<file path="config.mk">
export PLATFORM = sky130hd
export DESIGN_NAME = qpd_multi_trigger
export DESIGN_NICKNAME = d
export VERILOG_FILES = /design/src/rtl/qpd_pkg.sv /design/src/rtl/qpd_channel.sv /design/src/rtl/qpd_multi_trigger.sv
export SDC_FILE = /design/constraint.sdc
export NUM_CORES = 1
export LEC_CHECK = 0
export ABC_AREA = 1
export CAP_MARGIN = 20
export CORE_MARGIN = 2
export CORE_UTILIZATION = 40
export CTS_CLUSTER_SIZE = 10
export DETAILED_ROUTE_END_ITERATION = 10
export PLACE_DENSITY = 0.65
export SLEW_MARGIN = 5
export SYNTH_ARGS = -nofsm -noshare
export SYNTH_HDL_FRONTEND = slang
export SYNTH_SLANG_ARGS = --single-unit
</file>
<file path="constraint.sdc">
create_clock -name sclock -period 1.65 [get_ports sclock]
set_input_delay 0.495 -clock sclock [delete_from_list [all_inputs] [get_ports sclock]]
set_output_delay 0.495 -clock sclock [all_outputs]
set_load 0.01 [all_outputs]
</file>
<file path="src/rtl/qpd_pkg.sv">
// ---------------------------------------------------------------------------
// qpd_pkg
// Shared definitions for the multi-channel programmable-delay trigger:
//   - qpd_state_e : per-channel FSM state encoding (IDLE / DELAY / PULSE)
//   - FIRE_CNT_W  : width of the optional per-channel fire counter
//   - qpd_slice_lo: low bit index of channel ch in a bus of w-bit fields
// ---------------------------------------------------------------------------
package qpd_pkg;

    typedef enum logic [1:0] {
        ST_IDLE  = 2'd0,
        ST_DELAY = 2'd1,
        ST_PULSE = 2'd2
    } qpd_state_e;

    localparam int FIRE_CNT_W = 16;

    // Low bit of channel ch's field in a flat bus of w-bit fields.
    function automatic int qpd_slice_lo(input int ch, input int w);
        return ch * w;
    endfunction

endpackage

</file>
<file path="src/rtl/qpd_channel.sv">
// ---------------------------------------------------------------------------
// qpd_channel
// One trigger channel: rt edge detector, config latch, IDLE->DELAY->PULSE FSM
// and registered trigger/busy/done outputs.
// Optional feature macro: QPD_FIRE_COUNT_EN adds fire_count (count of trigger
// rising edges since the last arm, saturating).
// Ports:
//   sclock      in   clock, rising edge
//   rst_n       in   asynchronous active-low reset
//   rt          in   arm request, rising edge arms while idle
//   abort       in   synchronous abort, level
//   delay_cfg   in   delay D in cycles
//   pulse_cfg   in   pulse length P in cycles (0 treated as 1)
//   repeat_cfg  in   1 = periodic, 0 = one-shot
//   trigger     out  trigger pulse
//   busy        out  channel not idle
//   done        out  one-cycle pulse at one-shot completion
//   fire_count  out  (QPD_FIRE_COUNT_EN only) trigger rising-edge count
// ---------------------------------------------------------------------------
module qpd_channel
    import qpd_pkg::*;
#(
    parameter int DELAY_W = 16,
    parameter int PULSE_W = 8
) (
    input  logic               sclock,
    input  logic               rst_n,
    input  logic               rt,
    input  logic               abort,
    input  logic [DELAY_W-1:0] delay_cfg,
    input  logic [PULSE_W-1:0] pulse_cfg,
    input  logic               repeat_cfg,
`ifdef QPD_FIRE_COUNT_EN
    output logic [FIRE_CNT_W-1:0] fire_count,
`endif
    output logic               trigger,
    output logic               busy,
    output logic               done
);

    // One counter serves both phases, so it is as wide as the wider field.
    localparam int CNT_W = (DELAY_W > PULSE_W) ? DELAY_W : PULSE_W;
    localparam logic [CNT_W-1:0] CNT_ZERO = {CNT_W{1'b0}};
    localparam logic [CNT_W-1:0] CNT_ONE  = CNT_W'(1'b1);

    qpd_state_e       state_r;
    logic [CNT_W-1:0] cnt_r;
    logic [CNT_W-1:0] deff_r;
    logic [CNT_W-1:0] peff_r;
    logic             rpt_r;
    logic             rt_prev_r;
    logic             trigger_r;
    logic             busy_r;
    logic             done_r;

    logic [CNT_W-1:0] delay_ext_s;
    logic [CNT_W-1:0] pulse_ext_s;
    logic             arm_go_s;
    logic             delay_end_s;
    logic             pulse_go_s;

    // Arm / phase-transition strobes shared by the FSM and the fire counter.
    always_comb begin
        delay_ext_s = CNT_W'(delay_cfg);
        pulse_ext_s = CNT_W'(pulse_cfg);
        // Abort takes priority over a simultaneous arm edge.
        arm_go_s    = (state_r == ST_IDLE) && rt && !rt_prev_r && !abort;
        // Last DELAY cycle: cnt_r counts 1..deff_r inside the phase.
        delay_end_s = (state_r == ST_DELAY) && (cnt_r == deff_r);
        // Entry into PULSE, i.e. a trigger rising edge at the coming clock.
        pulse_go_s  = !abort && ((arm_go_s && (delay_ext_s == CNT_ZERO)) || delay_end_s);
    end

    // Channel FSM with registered outputs and config latch.
    always_ff @(posedge sclock or negedge rst_n) begin
        if (!rst_n) begin
            state_r   <= ST_IDLE;
            cnt_r     <= CNT_ZERO;
            deff_r    <= CNT_ZERO;
            peff_r    <= CNT_ZERO;
            rpt_r     <= 1'b0;
            rt_prev_r <= 1'b1;      // rt held high across reset release must not arm
            trigger_r <= 1'b0;
            busy_r    <= 1'b0;
            done_r    <= 1'b0;
        end else begin
            rt_prev_r <= rt;
            done_r    <= 1'b0;
            case (state_r)
                ST_IDLE: begin
                    if (arm_go_s) begin
                        // Deff=max(D,1) is only consulted after the first
                        // DELAY, which is skipped when D=0.
                        deff_r <= (delay_ext_s == CNT_ZERO) ? CNT_ONE : delay_ext_s;
                        peff_r <= (pulse_ext_s == CNT_ZERO) ? CNT_ONE : pulse_ext_s;
                        rpt_r  <= repeat_cfg;
                        busy_r <= 1'b1;
                        cnt_r  <= CNT_ONE;
                        if (pulse_go_s) begin
                            state_r   <= ST_PULSE;
                            trigger_r <= 1'b1;
                        end else begin
                            state_r   <= ST_DELAY;
                        end
                    end else begin
                        state_r <= ST_IDLE;
                    end
                end
                ST_DELAY: begin
                    if (abort) begin
                        state_r   <= ST_IDLE;
                        trigger_r <= 1'b0;
                        busy_r    <= 1'b0;
                        cnt_r     <= CNT_ZERO;
                    end else if (delay_end_s) begin
                        state_r   <= ST_PULSE;
                        trigger_r <= 1'b1;
                        cnt_r     <= CNT_ONE;
                    end else begin
                        cnt_r <= cnt_r + CNT_ONE;
                    end
                end
                ST_PULSE: begin
                    if (abort) begin
                        state_r   <= ST_IDLE;
                        trigger_r <= 1'b0;
                        busy_r    <= 1'b0;
                        cnt_r     <= CNT_ZERO;
                    end else if (cnt_r == peff_r) begin
                        trigger_r <= 1'b0;
                        if (rpt_r) begin
                            state_r <= ST_DELAY;
                            cnt_r   <= CNT_ONE;
                        end else begin
                            state_r <= ST_IDLE;
                            busy_r  <= 1'b0;
                            done_r  <= 1'b1;
                            cnt_r   <= CNT_ZERO;
                        end
                    end else begin
                        cnt_r <= cnt_r + CNT_ONE;
                    end
                end
                default: begin
                    state_r   <= ST_IDLE;
                    trigger_r <= 1'b0;
                    busy_r    <= 1'b0;
                    cnt_r     <= CNT_ZERO;
                end
            endcase
        end
    end

`ifdef QPD_FIRE_COUNT_EN
    logic [FIRE_CNT_W-1:0] fire_cnt_r;

    // Trigger rising-edge counter: cleared at arm, saturating, held when idle.
    always_ff @(posedge sclock or negedge rst_n) begin
        if (!rst_n) begin
            fire_cnt_r <= {FIRE_CNT_W{1'b0}};
        end else if (arm_go_s) begin
            // D=0 fires on the arm edge itself, so it already counts as one.
            fire_cnt_r <= pulse_go_s ? FIRE_CNT_W'(1'b1) : {FIRE_CNT_W{1'b0}};
        end else if (pulse_go_s && (fire_cnt_r != {FIRE_CNT_W{1'b1}})) begin
            fire_cnt_r <= fire_cnt_r + FIRE_CNT_W'(1'b1);
        end else begin
            fire_cnt_r <= fire_cnt_r;
        end
    end

    assign fire_count = fire_cnt_r;
`else
    // Fire counting disabled: no counter state exists in this build.
`endif

    assign trigger = trigger_r;
    assign busy    = busy_r;
    assign done    = done_r;

endmodule

</file>
<file path="src/rtl/qpd_multi_trigger.sv">
// ---------------------------------------------------------------------------
// qpd_multi_trigger
// Multi-channel programmable-delay trigger generator. Generates NUM_CH
// independent qpd_channel instances and slices the flat config/output buses.
// Optional feature macro: QPD_FIRE_COUNT_EN adds fire_count.
// Ports:
//   sclock      in   sole clock, rising edge
//   rst_n       in   asynchronous active-low reset
//   rt          in   [NUM_CH]            per-channel arm request (rising edge)
//   abort       in   [NUM_CH]            per-channel synchronous abort
//   delay_cfg   in   [NUM_CH*DELAY_W]    per-channel delay D
//   pulse_cfg   in   [NUM_CH*PULSE_W]    per-channel pulse length P
//   repeat_cfg  in   [NUM_CH]            1 = periodic, 0 = one-shot
//   trigger     out  [NUM_CH]            trigger pulses
//   busy        out  [NUM_CH]            channel armed
//   done        out  [NUM_CH]            one-shot completion pulse
//   fire_count  out  [NUM_CH*16]         (QPD_FIRE_COUNT_EN only)
// SAMPLE_FREQUENCY is the sclock rate in Hz and carries no logic.
// ---------------------------------------------------------------------------
module qpd_multi_trigger
    import qpd_pkg::*;
#(
    parameter int NUM_CH           = 4,
    parameter int DELAY_W          = 16,
    parameter int PULSE_W          = 8,
    parameter int SAMPLE_FREQUENCY = 100000
) (
    input  logic                       sclock,
    input  logic                       rst_n,
    input  logic [NUM_CH-1:0]          rt,
    input  logic [NUM_CH-1:0]          abort,
    input  logic [NUM_CH*DELAY_W-1:0]  delay_cfg,
    input  logic [NUM_CH*PULSE_W-1:0]  pulse_cfg,
    input  logic [NUM_CH-1:0]          repeat_cfg,
`ifdef QPD_FIRE_COUNT_EN
    output logic [NUM_CH*FIRE_CNT_W-1:0] fire_count,
`endif
    output logic [NUM_CH-1:0]          trigger,
    output logic [NUM_CH-1:0]          busy,
    output logic [NUM_CH-1:0]          done
);

    // A non-positive sclock rate is a configuration error.
    if (SAMPLE_FREQUENCY < 1) begin : g_bad_freq
        $error("qpd_multi_trigger: SAMPLE_FREQUENCY must be positive");
    end

    for (genvar i = 0; i < NUM_CH; i++) begin : g_ch
        qpd_channel #(
            .DELAY_W (DELAY_W),
            .PULSE_W (PULSE_W)
        ) u_ch (
            .sclock     (sclock),
            .rst_n      (rst_n),
            .rt         (rt[i]),
            .abort      (abort[i]),
            .delay_cfg  (delay_cfg[qpd_slice_lo(i, DELAY_W) +: DELAY_W]),
            .pulse_cfg  (pulse_cfg[qpd_slice_lo(i, PULSE_W) +: PULSE_W]),
            .repeat_cfg (repeat_cfg[i]),
`ifdef QPD_FIRE_COUNT_EN
            .fire_count (fire_count[qpd_slice_lo(i, FIRE_CNT_W) +: FIRE_CNT_W]),
`endif
            .trigger    (trigger[i]),
            .busy       (busy[i]),
            .done       (done[i])
        );
    end

endmodule
</file>
==> results.py, run 1 <==
metrics = {
    "power": {
        "clockPowerShare_pct": 23.1,
        "switching_share_pct": 37.72,
        "power.leakage_nw": 7.538,
        "ir_drop_mv": 0.5984,
        "p_int_mw": 10.98,
        "power_mw": 17.64,
        "power_density_nw_per_um2": 1157,
        "power_frac_comb_pct": 38.3,
        "switching_power_mw": 6.653,
        "p_seq_share_pct": 38.6,
    },
    "detailed_routing": {
        "ant_nets": 0,
        "vias": 10428,
        "viasPerCell": 4.788,
        "wl_um": 28710,
        "post_drt_wl_per_cell_um": 13.18,
        "drc": 0,
        "firstDrtPassIters": 5,
        "drtIter0Drc": 488,
    },
    "placement": {
        "place_area_sq_um": 13790,
        "hpwl_um": 21440,
        "io_buffers": 121,
        "place_inst": 2110,
        "place.gp.congestion": 0.9054,
    },
    "critical_path": {
        "cp-end-kind": "flip-flop",
        "cp-start-kind": "flip-flop",
        "required_ns": 1.96,
        "critPathKind": "flip-flop to flip-flop",
        "crit_fanout": 6,
        "r2r_slack_ns": -0.09,
        "cp_data_arrival_time_ns": 2.06,
    },
    "worst_hold_path": {
        "hp-class": "primary input to flip-flop",
    },
    "logic_synthesis": {
        "synth_common_cells": "nand2_1, dfrtp_1, inv_1, nor2_1, o21ai_0",
        "synth.most_common_cell": "nand2_1",
        "synth_area_sq_um": 10720,
        "synth_top_area_share_pct": 42.95,
        "yosysSeqAreaShare_pct": 43.93,
        "yosysTopAreaCell": "dfrtp_1",
        "syn_inst": 1480,
        "yosys_register_bits": 188,
        "synth-main-ff-cell": "dfrtp_1",
        "ys_warn_count": 0,
        "ys_top_cells_by_area": "dfrtp_1, nand2_1, inv_1",
        "avgSynthCellArea_sq_um": 7.244,
        "synth_edf_count": 0,
        "async_flop_share_pct": 100.0,
        "synth_nets": 1594,
        "ys_types": 44,
    },
    "layout": {
        "area_growth_syn_to_layout_pct": 42.16,
        "fin_cells": 2178,
        "fin_util_pct": 58.16,
        "final_area_sq_um": 15240,
        "diodes": 0,
        "nets": 1945,
        "drive_gt1_share_pct": 26.26,
    },
    "timing": {
        "finalSetupViolCount": 33,
        "fmax_mhz": 573.6,
        "min_period_ns": 1.743,
        "rsz0062_at_grt": "true",
        "hold_viol": 0,
        "min_period_over_period_pct": 105.7,
        "clock_skew_ns": 0.01531,
        "postLayoutSetupSlackWorst_ns": -0.09342,
        "slew_violations": 0,
        "relSlewSlack_pct": 65.93,
        "worst_pin_slew_ns": 0.5069,
    },
    "floorplan": {
        "ios": 122,
        "core-area_sq_um": 26210,
        "die_area_sq_um": 28130,
        "initial_core_util_pct": 40.91,
        "die_y_um": 167.7,
        "die_width_um": 167.7,
        "std_cell_rows": 59,
    },
    "grt": {
        "grt_pass1_vias": 10187,
        "grt_max_degree": 42,
        "grtUsageTotal_pct": 20.46,
        "gr-usage-met3_pct": 2.671,
        "grt_pass1_wl_um": 46980,
        "use_met2_pct": 36.66,
        "antenna_found_initial": 0,
        "top_usage_layer": "met2",
        "grt.overflow.total": 0,
        "gr-usage-met1_pct": 26.06,
    },
    "clock_tree": {
        "cts.clk_slew.worst_paths_ns": 0.07,
        "clockRootBuffer": "clkbuf_16",
        "clock_latency_ns": 0.44,
        "max-clock-path-buffers": 2,
        "cts_buffers": 17,
        "htreeDepth": 4,
        "cts_tree": "done",
        "clock_sinks": 188,
    },
    "run_status": {
        "status": "finished, violations left",
        "violations": "setup timing",
    },
    "job": {
        "drv_cap": 0,
    },
}
-- placed cells by master, fill, tap and decap left out, drive strengths merged, types with 3 or more instances in the layout --
cell type        n
dfstp            4
clkdlybuf4s15    4
clkinv           6
clkbuf          20
nand3           62
inv            201
dlymetal6s2s     8
xnor2           12
nand4           37
nor2           182
o211ai           5
nor3            50
clkdlybuf4s50  100
a21oi           28
dlygate4sd2      8
dfrtp          184
clkinvlp         3
nand3b           3
ha               4
nor4            12
nand2          515
o21ai           80
buf            248
a31oi            4
xor2            53
o22ai            3
-- power groups by stage --
stage	clock, mW	sequential (mW)	combinational (mW)
finish	4.08	6.80	6.76
global route	4.38	6.97	7.60
CTS	4.19	6.75	6.09
detailed placement	0	6.81	5.91
global placement	0	6.79	5.79
floorplan	0	6.58	3.89
-- sequential cells by signal, indices dropped and copies added (netlist names) --
signal	count
g_ch.u_ch.trigger	4
g_ch.u_ch.deff_r	64
g_ch.u_ch.rpt_r	4
g_ch.u_ch.peff_r	32
g_ch.u_ch.state_r	8
g_ch.u_ch.rt_prev_r	4
g_ch.u_ch.cnt_r	64
g_ch.u_ch.done	4
g_ch.u_ch.busy	4
-- final cells by class --
class                   count  area, sq um
multi-input cells        1055         5537
well taps                 335        419.2
flip-flops and latches    188         4731
repair inverters            1        6.256
inverters                 197        752.0
fillers                  2391        10960
clock inverters            13        132.6
clock buffers              18        439.2
repair buffers            371         3226
-- critical path: stages, from the launching register on --
cell and delay, ns:
dfrtp_2 0.45, buf_6 0.13, nand2_2 0.05, nand2_2 0.04, nor2_1 0.10, nand2_1 0.07
nor2_2 0.13, nand2_1 0.10, nand2_2 0.11, nand2_2 0.07, nor2_4 0.15, clkbuf_16 0.18
nor3_2 0.04
-- stage by stage --
stage / setup WS (ns) / hold slack [ns] / setup TNS (ns)
after CTS: -0.02716 / 0.4629 / -0.07312
after detailed placement: -0.6439 / 0.4300 / -45.62
after global placement: -0.6188 / 0.4358 / -40.98
after global routing: -0.1737 / 0.1793 / -6.711
after floorplan: 0.04493 / 0.1994 / 0
final: -0.09342 / 0.1995 / -1.631
-- what timing repair did --
action                                  CTS  global route
buffers inserted                         18            16
hold buffers                              1             0
pin swaps                                22            84
hold endpoints to repair                 25             0
gates cloned                              1             2
gates resized for setup                  48           154
endpoints found under the setup margin   63            81
-- per-layer routing --
layer | vias up | part of all wire [%]
li1 | 5330 | -
met1 | 4885 | 45
met2 | 177 | 50
met3 | 36 | 3.0
met4 | 0 | 1.6
met5 | - | 0
-- kinds of logic (layout without fill, tap and decap cells) --
group	Yosys count	count (layout)	share of synthesized area, %
AOI/OAI and AO/OA	124	124	6.127
xor gates and xnor gates	65	65	5.310
adders and majority gates	4	4	0.4668
buffers and inverters	238	600	9.196
DFF	188	188	43.93
and+or+nand+nor	861	862	34.97
-- worst paths after layout --
check,cells past startpoint,from,end
worst min register to register,1,g_ch[3].u_ch.rpt_r,g_ch[3].u_ch.done
worst min-delay path,1,rt[2],g_ch[2].u_ch.rt_prev_r
worst max register to register,12,g_ch[0].u_ch.cnt_r[0],g_ch[0].u_ch.cnt_r[12]
worst max-delay path,12,g_ch[0].u_ch.cnt_r[0],g_ch[0].u_ch.cnt_r[12]
max in group asynchronous,3,rst_n,g_ch[0].u_ch.rt_prev_r
min in group asynchronous,2,rst_n,g_ch[1].u_ch.deff_r[13]
Power figures use the tool's default switching activity.
==> run 2, diff against run 1 <==
--- a/config.mk
+++ b/config.mk
@@ -16,3 +16,4 @@
 export SYNTH_ARGS = -nofsm -noshare
 export SYNTH_HDL_FRONTEND = slang
 export SYNTH_SLANG_ARGS = --single-unit
+export TNS_END_PERCENT = 30
==> run 2 against run 1 <==
Compared with the run above: the run still ends with setup timing left; first-iteration DRC count rose by 7.2%; utilization shrank 0.78 points; worst hold slack improved by 0.20 ns; count of clock-buffer cells in the layout stayed put; sequential power hardly changed.
==> results.py, run 2 (same netlist as run 1, synthesis figures left out) <==
metrics = {
    "grt": {
        "grt_pass1_wl_um": 46610,
        "grt.overflow.total": 0,
        "antenna_found_initial": 0,
        "grt_pass1_vias": 10080,
        "grtUsageTotal_pct": 20.32,
        "grt_max_degree": 42,
    },
    "critical_path": {
        "crit_top_cell": "nand2_2",
        "slowest_stage": "dfrtp_2",
        "cp-end-kind": "flip-flop",
        "required_ns": 1.97,
        "critPathKind": "flip-flop to flip-flop",
        "crit_fanout": 6,
        "cp_data_arrival_time_ns": 2.17,
        "path_cells": "buf_6, buf_6, nand2_2, nand2_2, nor2_1, nand2_1, nor2_2, nand2_1, nand2_2, nand2_2, nor2_4, clkbuf_16, nor3_2",
        "slowest_delay_ns": 0.42,
        "cp-start-kind": "flip-flop",
    },
    "layout": {
        "nets": 1931,
        "fillCellCount": 2432,
        "drive_gt1_share_pct": 24.77,
        "diodes": 0,
        "final_area_sq_um": 15040,
        "final_common_cell": "nand2_1",
        "layout_common_cells": "nand2_1, buf_4, dfrtp_1, inv_1, nor2_1",
        "largestRegisters": "g_ch.u_ch.cnt_r: 64 flops, g_ch.u_ch.deff_r: 64 flops, g_ch.u_ch.peff_r: 32 flops",
        "area_growth_syn_to_layout_pct": 40.25,
        "fin_cells": 2164,
    },
    "timing": {
        "relSlewSlack_pct": 75.66,
        "postLayoutSetupSlackWorst_ns": -0.2019,
        "slew_violations": 0,
        "finalSetupViolCount": 19,
        "worst_pin_slew_ns": 0.3623,
        "rsz0062_at_grt": "true",
        "fmax_mhz": 540.0,
        "min_period_ns": 1.852,
        "min_period_over_period_pct": 112.2,
        "clock_skew_ns": 0.01467,
        "hold_viol": 0,
    },
    "detailed_routing": {
        "ant_nets": 0,
        "firstDrtPassIters": 6,
        "post_drt_wl_per_cell_um": 13.11,
        "drc": 0,
        "drtIter0Drc": 523,
        "viasPerCell": 4.778,
        "wl_um": 28370,
        "vias": 10340,
    },
    "clock_tree": {
        "cts_tree": "done",
        "clockRootBuffer": "clkbuf_16",
        "cts_buffers": 17,
        "clock_latency_ns": 0.44,
        "clock_sinks": 188,
        "cts.clk_slew.worst_paths_ns": 0.07,
        "max-clock-path-buffers": 2,
        "htreeDepth": 4,
    },
    "placement": {
        "hpwl_um": 21440,
        "place_area_sq_um": 13790,
        "place.gp.congestion": 0.9054,
        "place_inst": 2110,
        "io_buffers": 121,
    },
    "worst_hold_path": {
        "hp-class": "primary input to flip-flop",
    },
    "power": {
        "power_density_nw_per_um2": 1162,
        "power.leakage_nw": 7.380,
        "ir_drop_mv": 0.5998,
    },
    "floorplan": {
        "die_width_um": 167.7,
        "std_cell_rows": 59,
        "ios": 122,
        "die_y_um": 167.7,
        "core-area_sq_um": 26210,
        "initial_core_util_pct": 40.91,
        "die_area_sq_um": 28130,
    },
    "job": {
        "drv_cap": 0,
    },
    "run_status": {
        "violations": "setup timing",
        "status": "finished, violations left",
    },
}
==> run 2: cell count changes in the layout (fill, tap and decap cells not counted), moves of 4 or more <==
cell             change
buf_4               -11
nor2_1               +9
clkdlybuf4s50_1      +7
dlymetal6s2s_1       -7
nor2_2               -6
nand2_1              +4
==> run 2: area by class of cell <==
type	instances	area [sq um]	area share, %
clock buffer	18	439.2	2.921
timing repair inverter	1	6.256	0.04160
inverter	197	749.5	4.984
sequential	188	4730	31.45
clock inverter	13	132.6	0.8820
tap	335	419.2	2.787
timing repair buffer	357	3093	20.57
multi-input combinational	1055	5468	36.36
==> run 2: stage by stage <==
step	power [mW]	util [%]	hold slack [ns]	TNS [ns]	setup WS (ns)
after floorplan	10.46	-	0.1994	0	0.04493
after global placement	12.58	52.62	0.4358	-40.98	-0.6188
after detailed placement	12.73	52.62	0.4300	-45.62	-0.6439
after CTS	16.97	55.24	0.4629	-0.2903	-0.08362
after global routing	18.79	57.38	0.4271	-6.993	-0.2610
final	17.47	57.38	0.3984	-2.528	-0.2019
==> run 2: worst paths after layout <==
kind	startpoint	end	slack, ns	cells past startpoint
setup / recovery	g_ch[0].u_ch.cnt_r[0]	g_ch[0].u_ch.cnt_r[10]	-0.20	13
hold / removal	delay_cfg[43]	g_ch[2].u_ch.deff_r[11]	0.40	4
setup reg to reg	g_ch[0].u_ch.cnt_r[0]	g_ch[0].u_ch.cnt_r[10]	-0.20	13
hold reg to reg	g_ch[3].u_ch.rpt_r	g_ch[3].u_ch.done	0.46	1
max in group asynchronous	rst_n	g_ch[2].u_ch.rt_prev_r	0.54	3
min in group asynchronous	rst_n	g_ch[1].u_ch.deff_r[13]	0.52	2
==> run 2: what timing repair did <==
| action | in CTS | in global routing |
|---|---|---|
| hold endpoints to repair | 25 | 0 |
| resized for setup | 43 | 126 |
| hold buffers | 1 | 0 |
| endpoints found under the setup margin | 63 | 79 |
| gates cloned | 1 | 2 |
| pin swaps | 12 | 57 |
| buffers inserted | 2 | 17 |
==> run 2: metal layers <==
layer / track usage, % / wire length (um) / vias to the layer above
met5: 0 / 0 / -
met4: 5.444 / 470 / 0
met3: 2.671 / 774 / 32
met2: 36.28 / 14330 / 143
met1: 25.95 / 12790 / 4861
li1: - / - / 5304
==> run 2: worst max-delay path: cells and delay by family (launching register included) <==
family / cells / cell delay (ns)
and+or+nand+nor: 10 / 0.89
DFF: 1 / 0.42
buffers and inverters: 3 / 0.41
==> run 2: where the power goes <==
group / switching [mW] / internal [mW]
Clock: 1.92 / 2.16
Sequential: 0.952 / 5.85
Combinational: 3.71 / 2.89
Total: 6.58 / 10.9
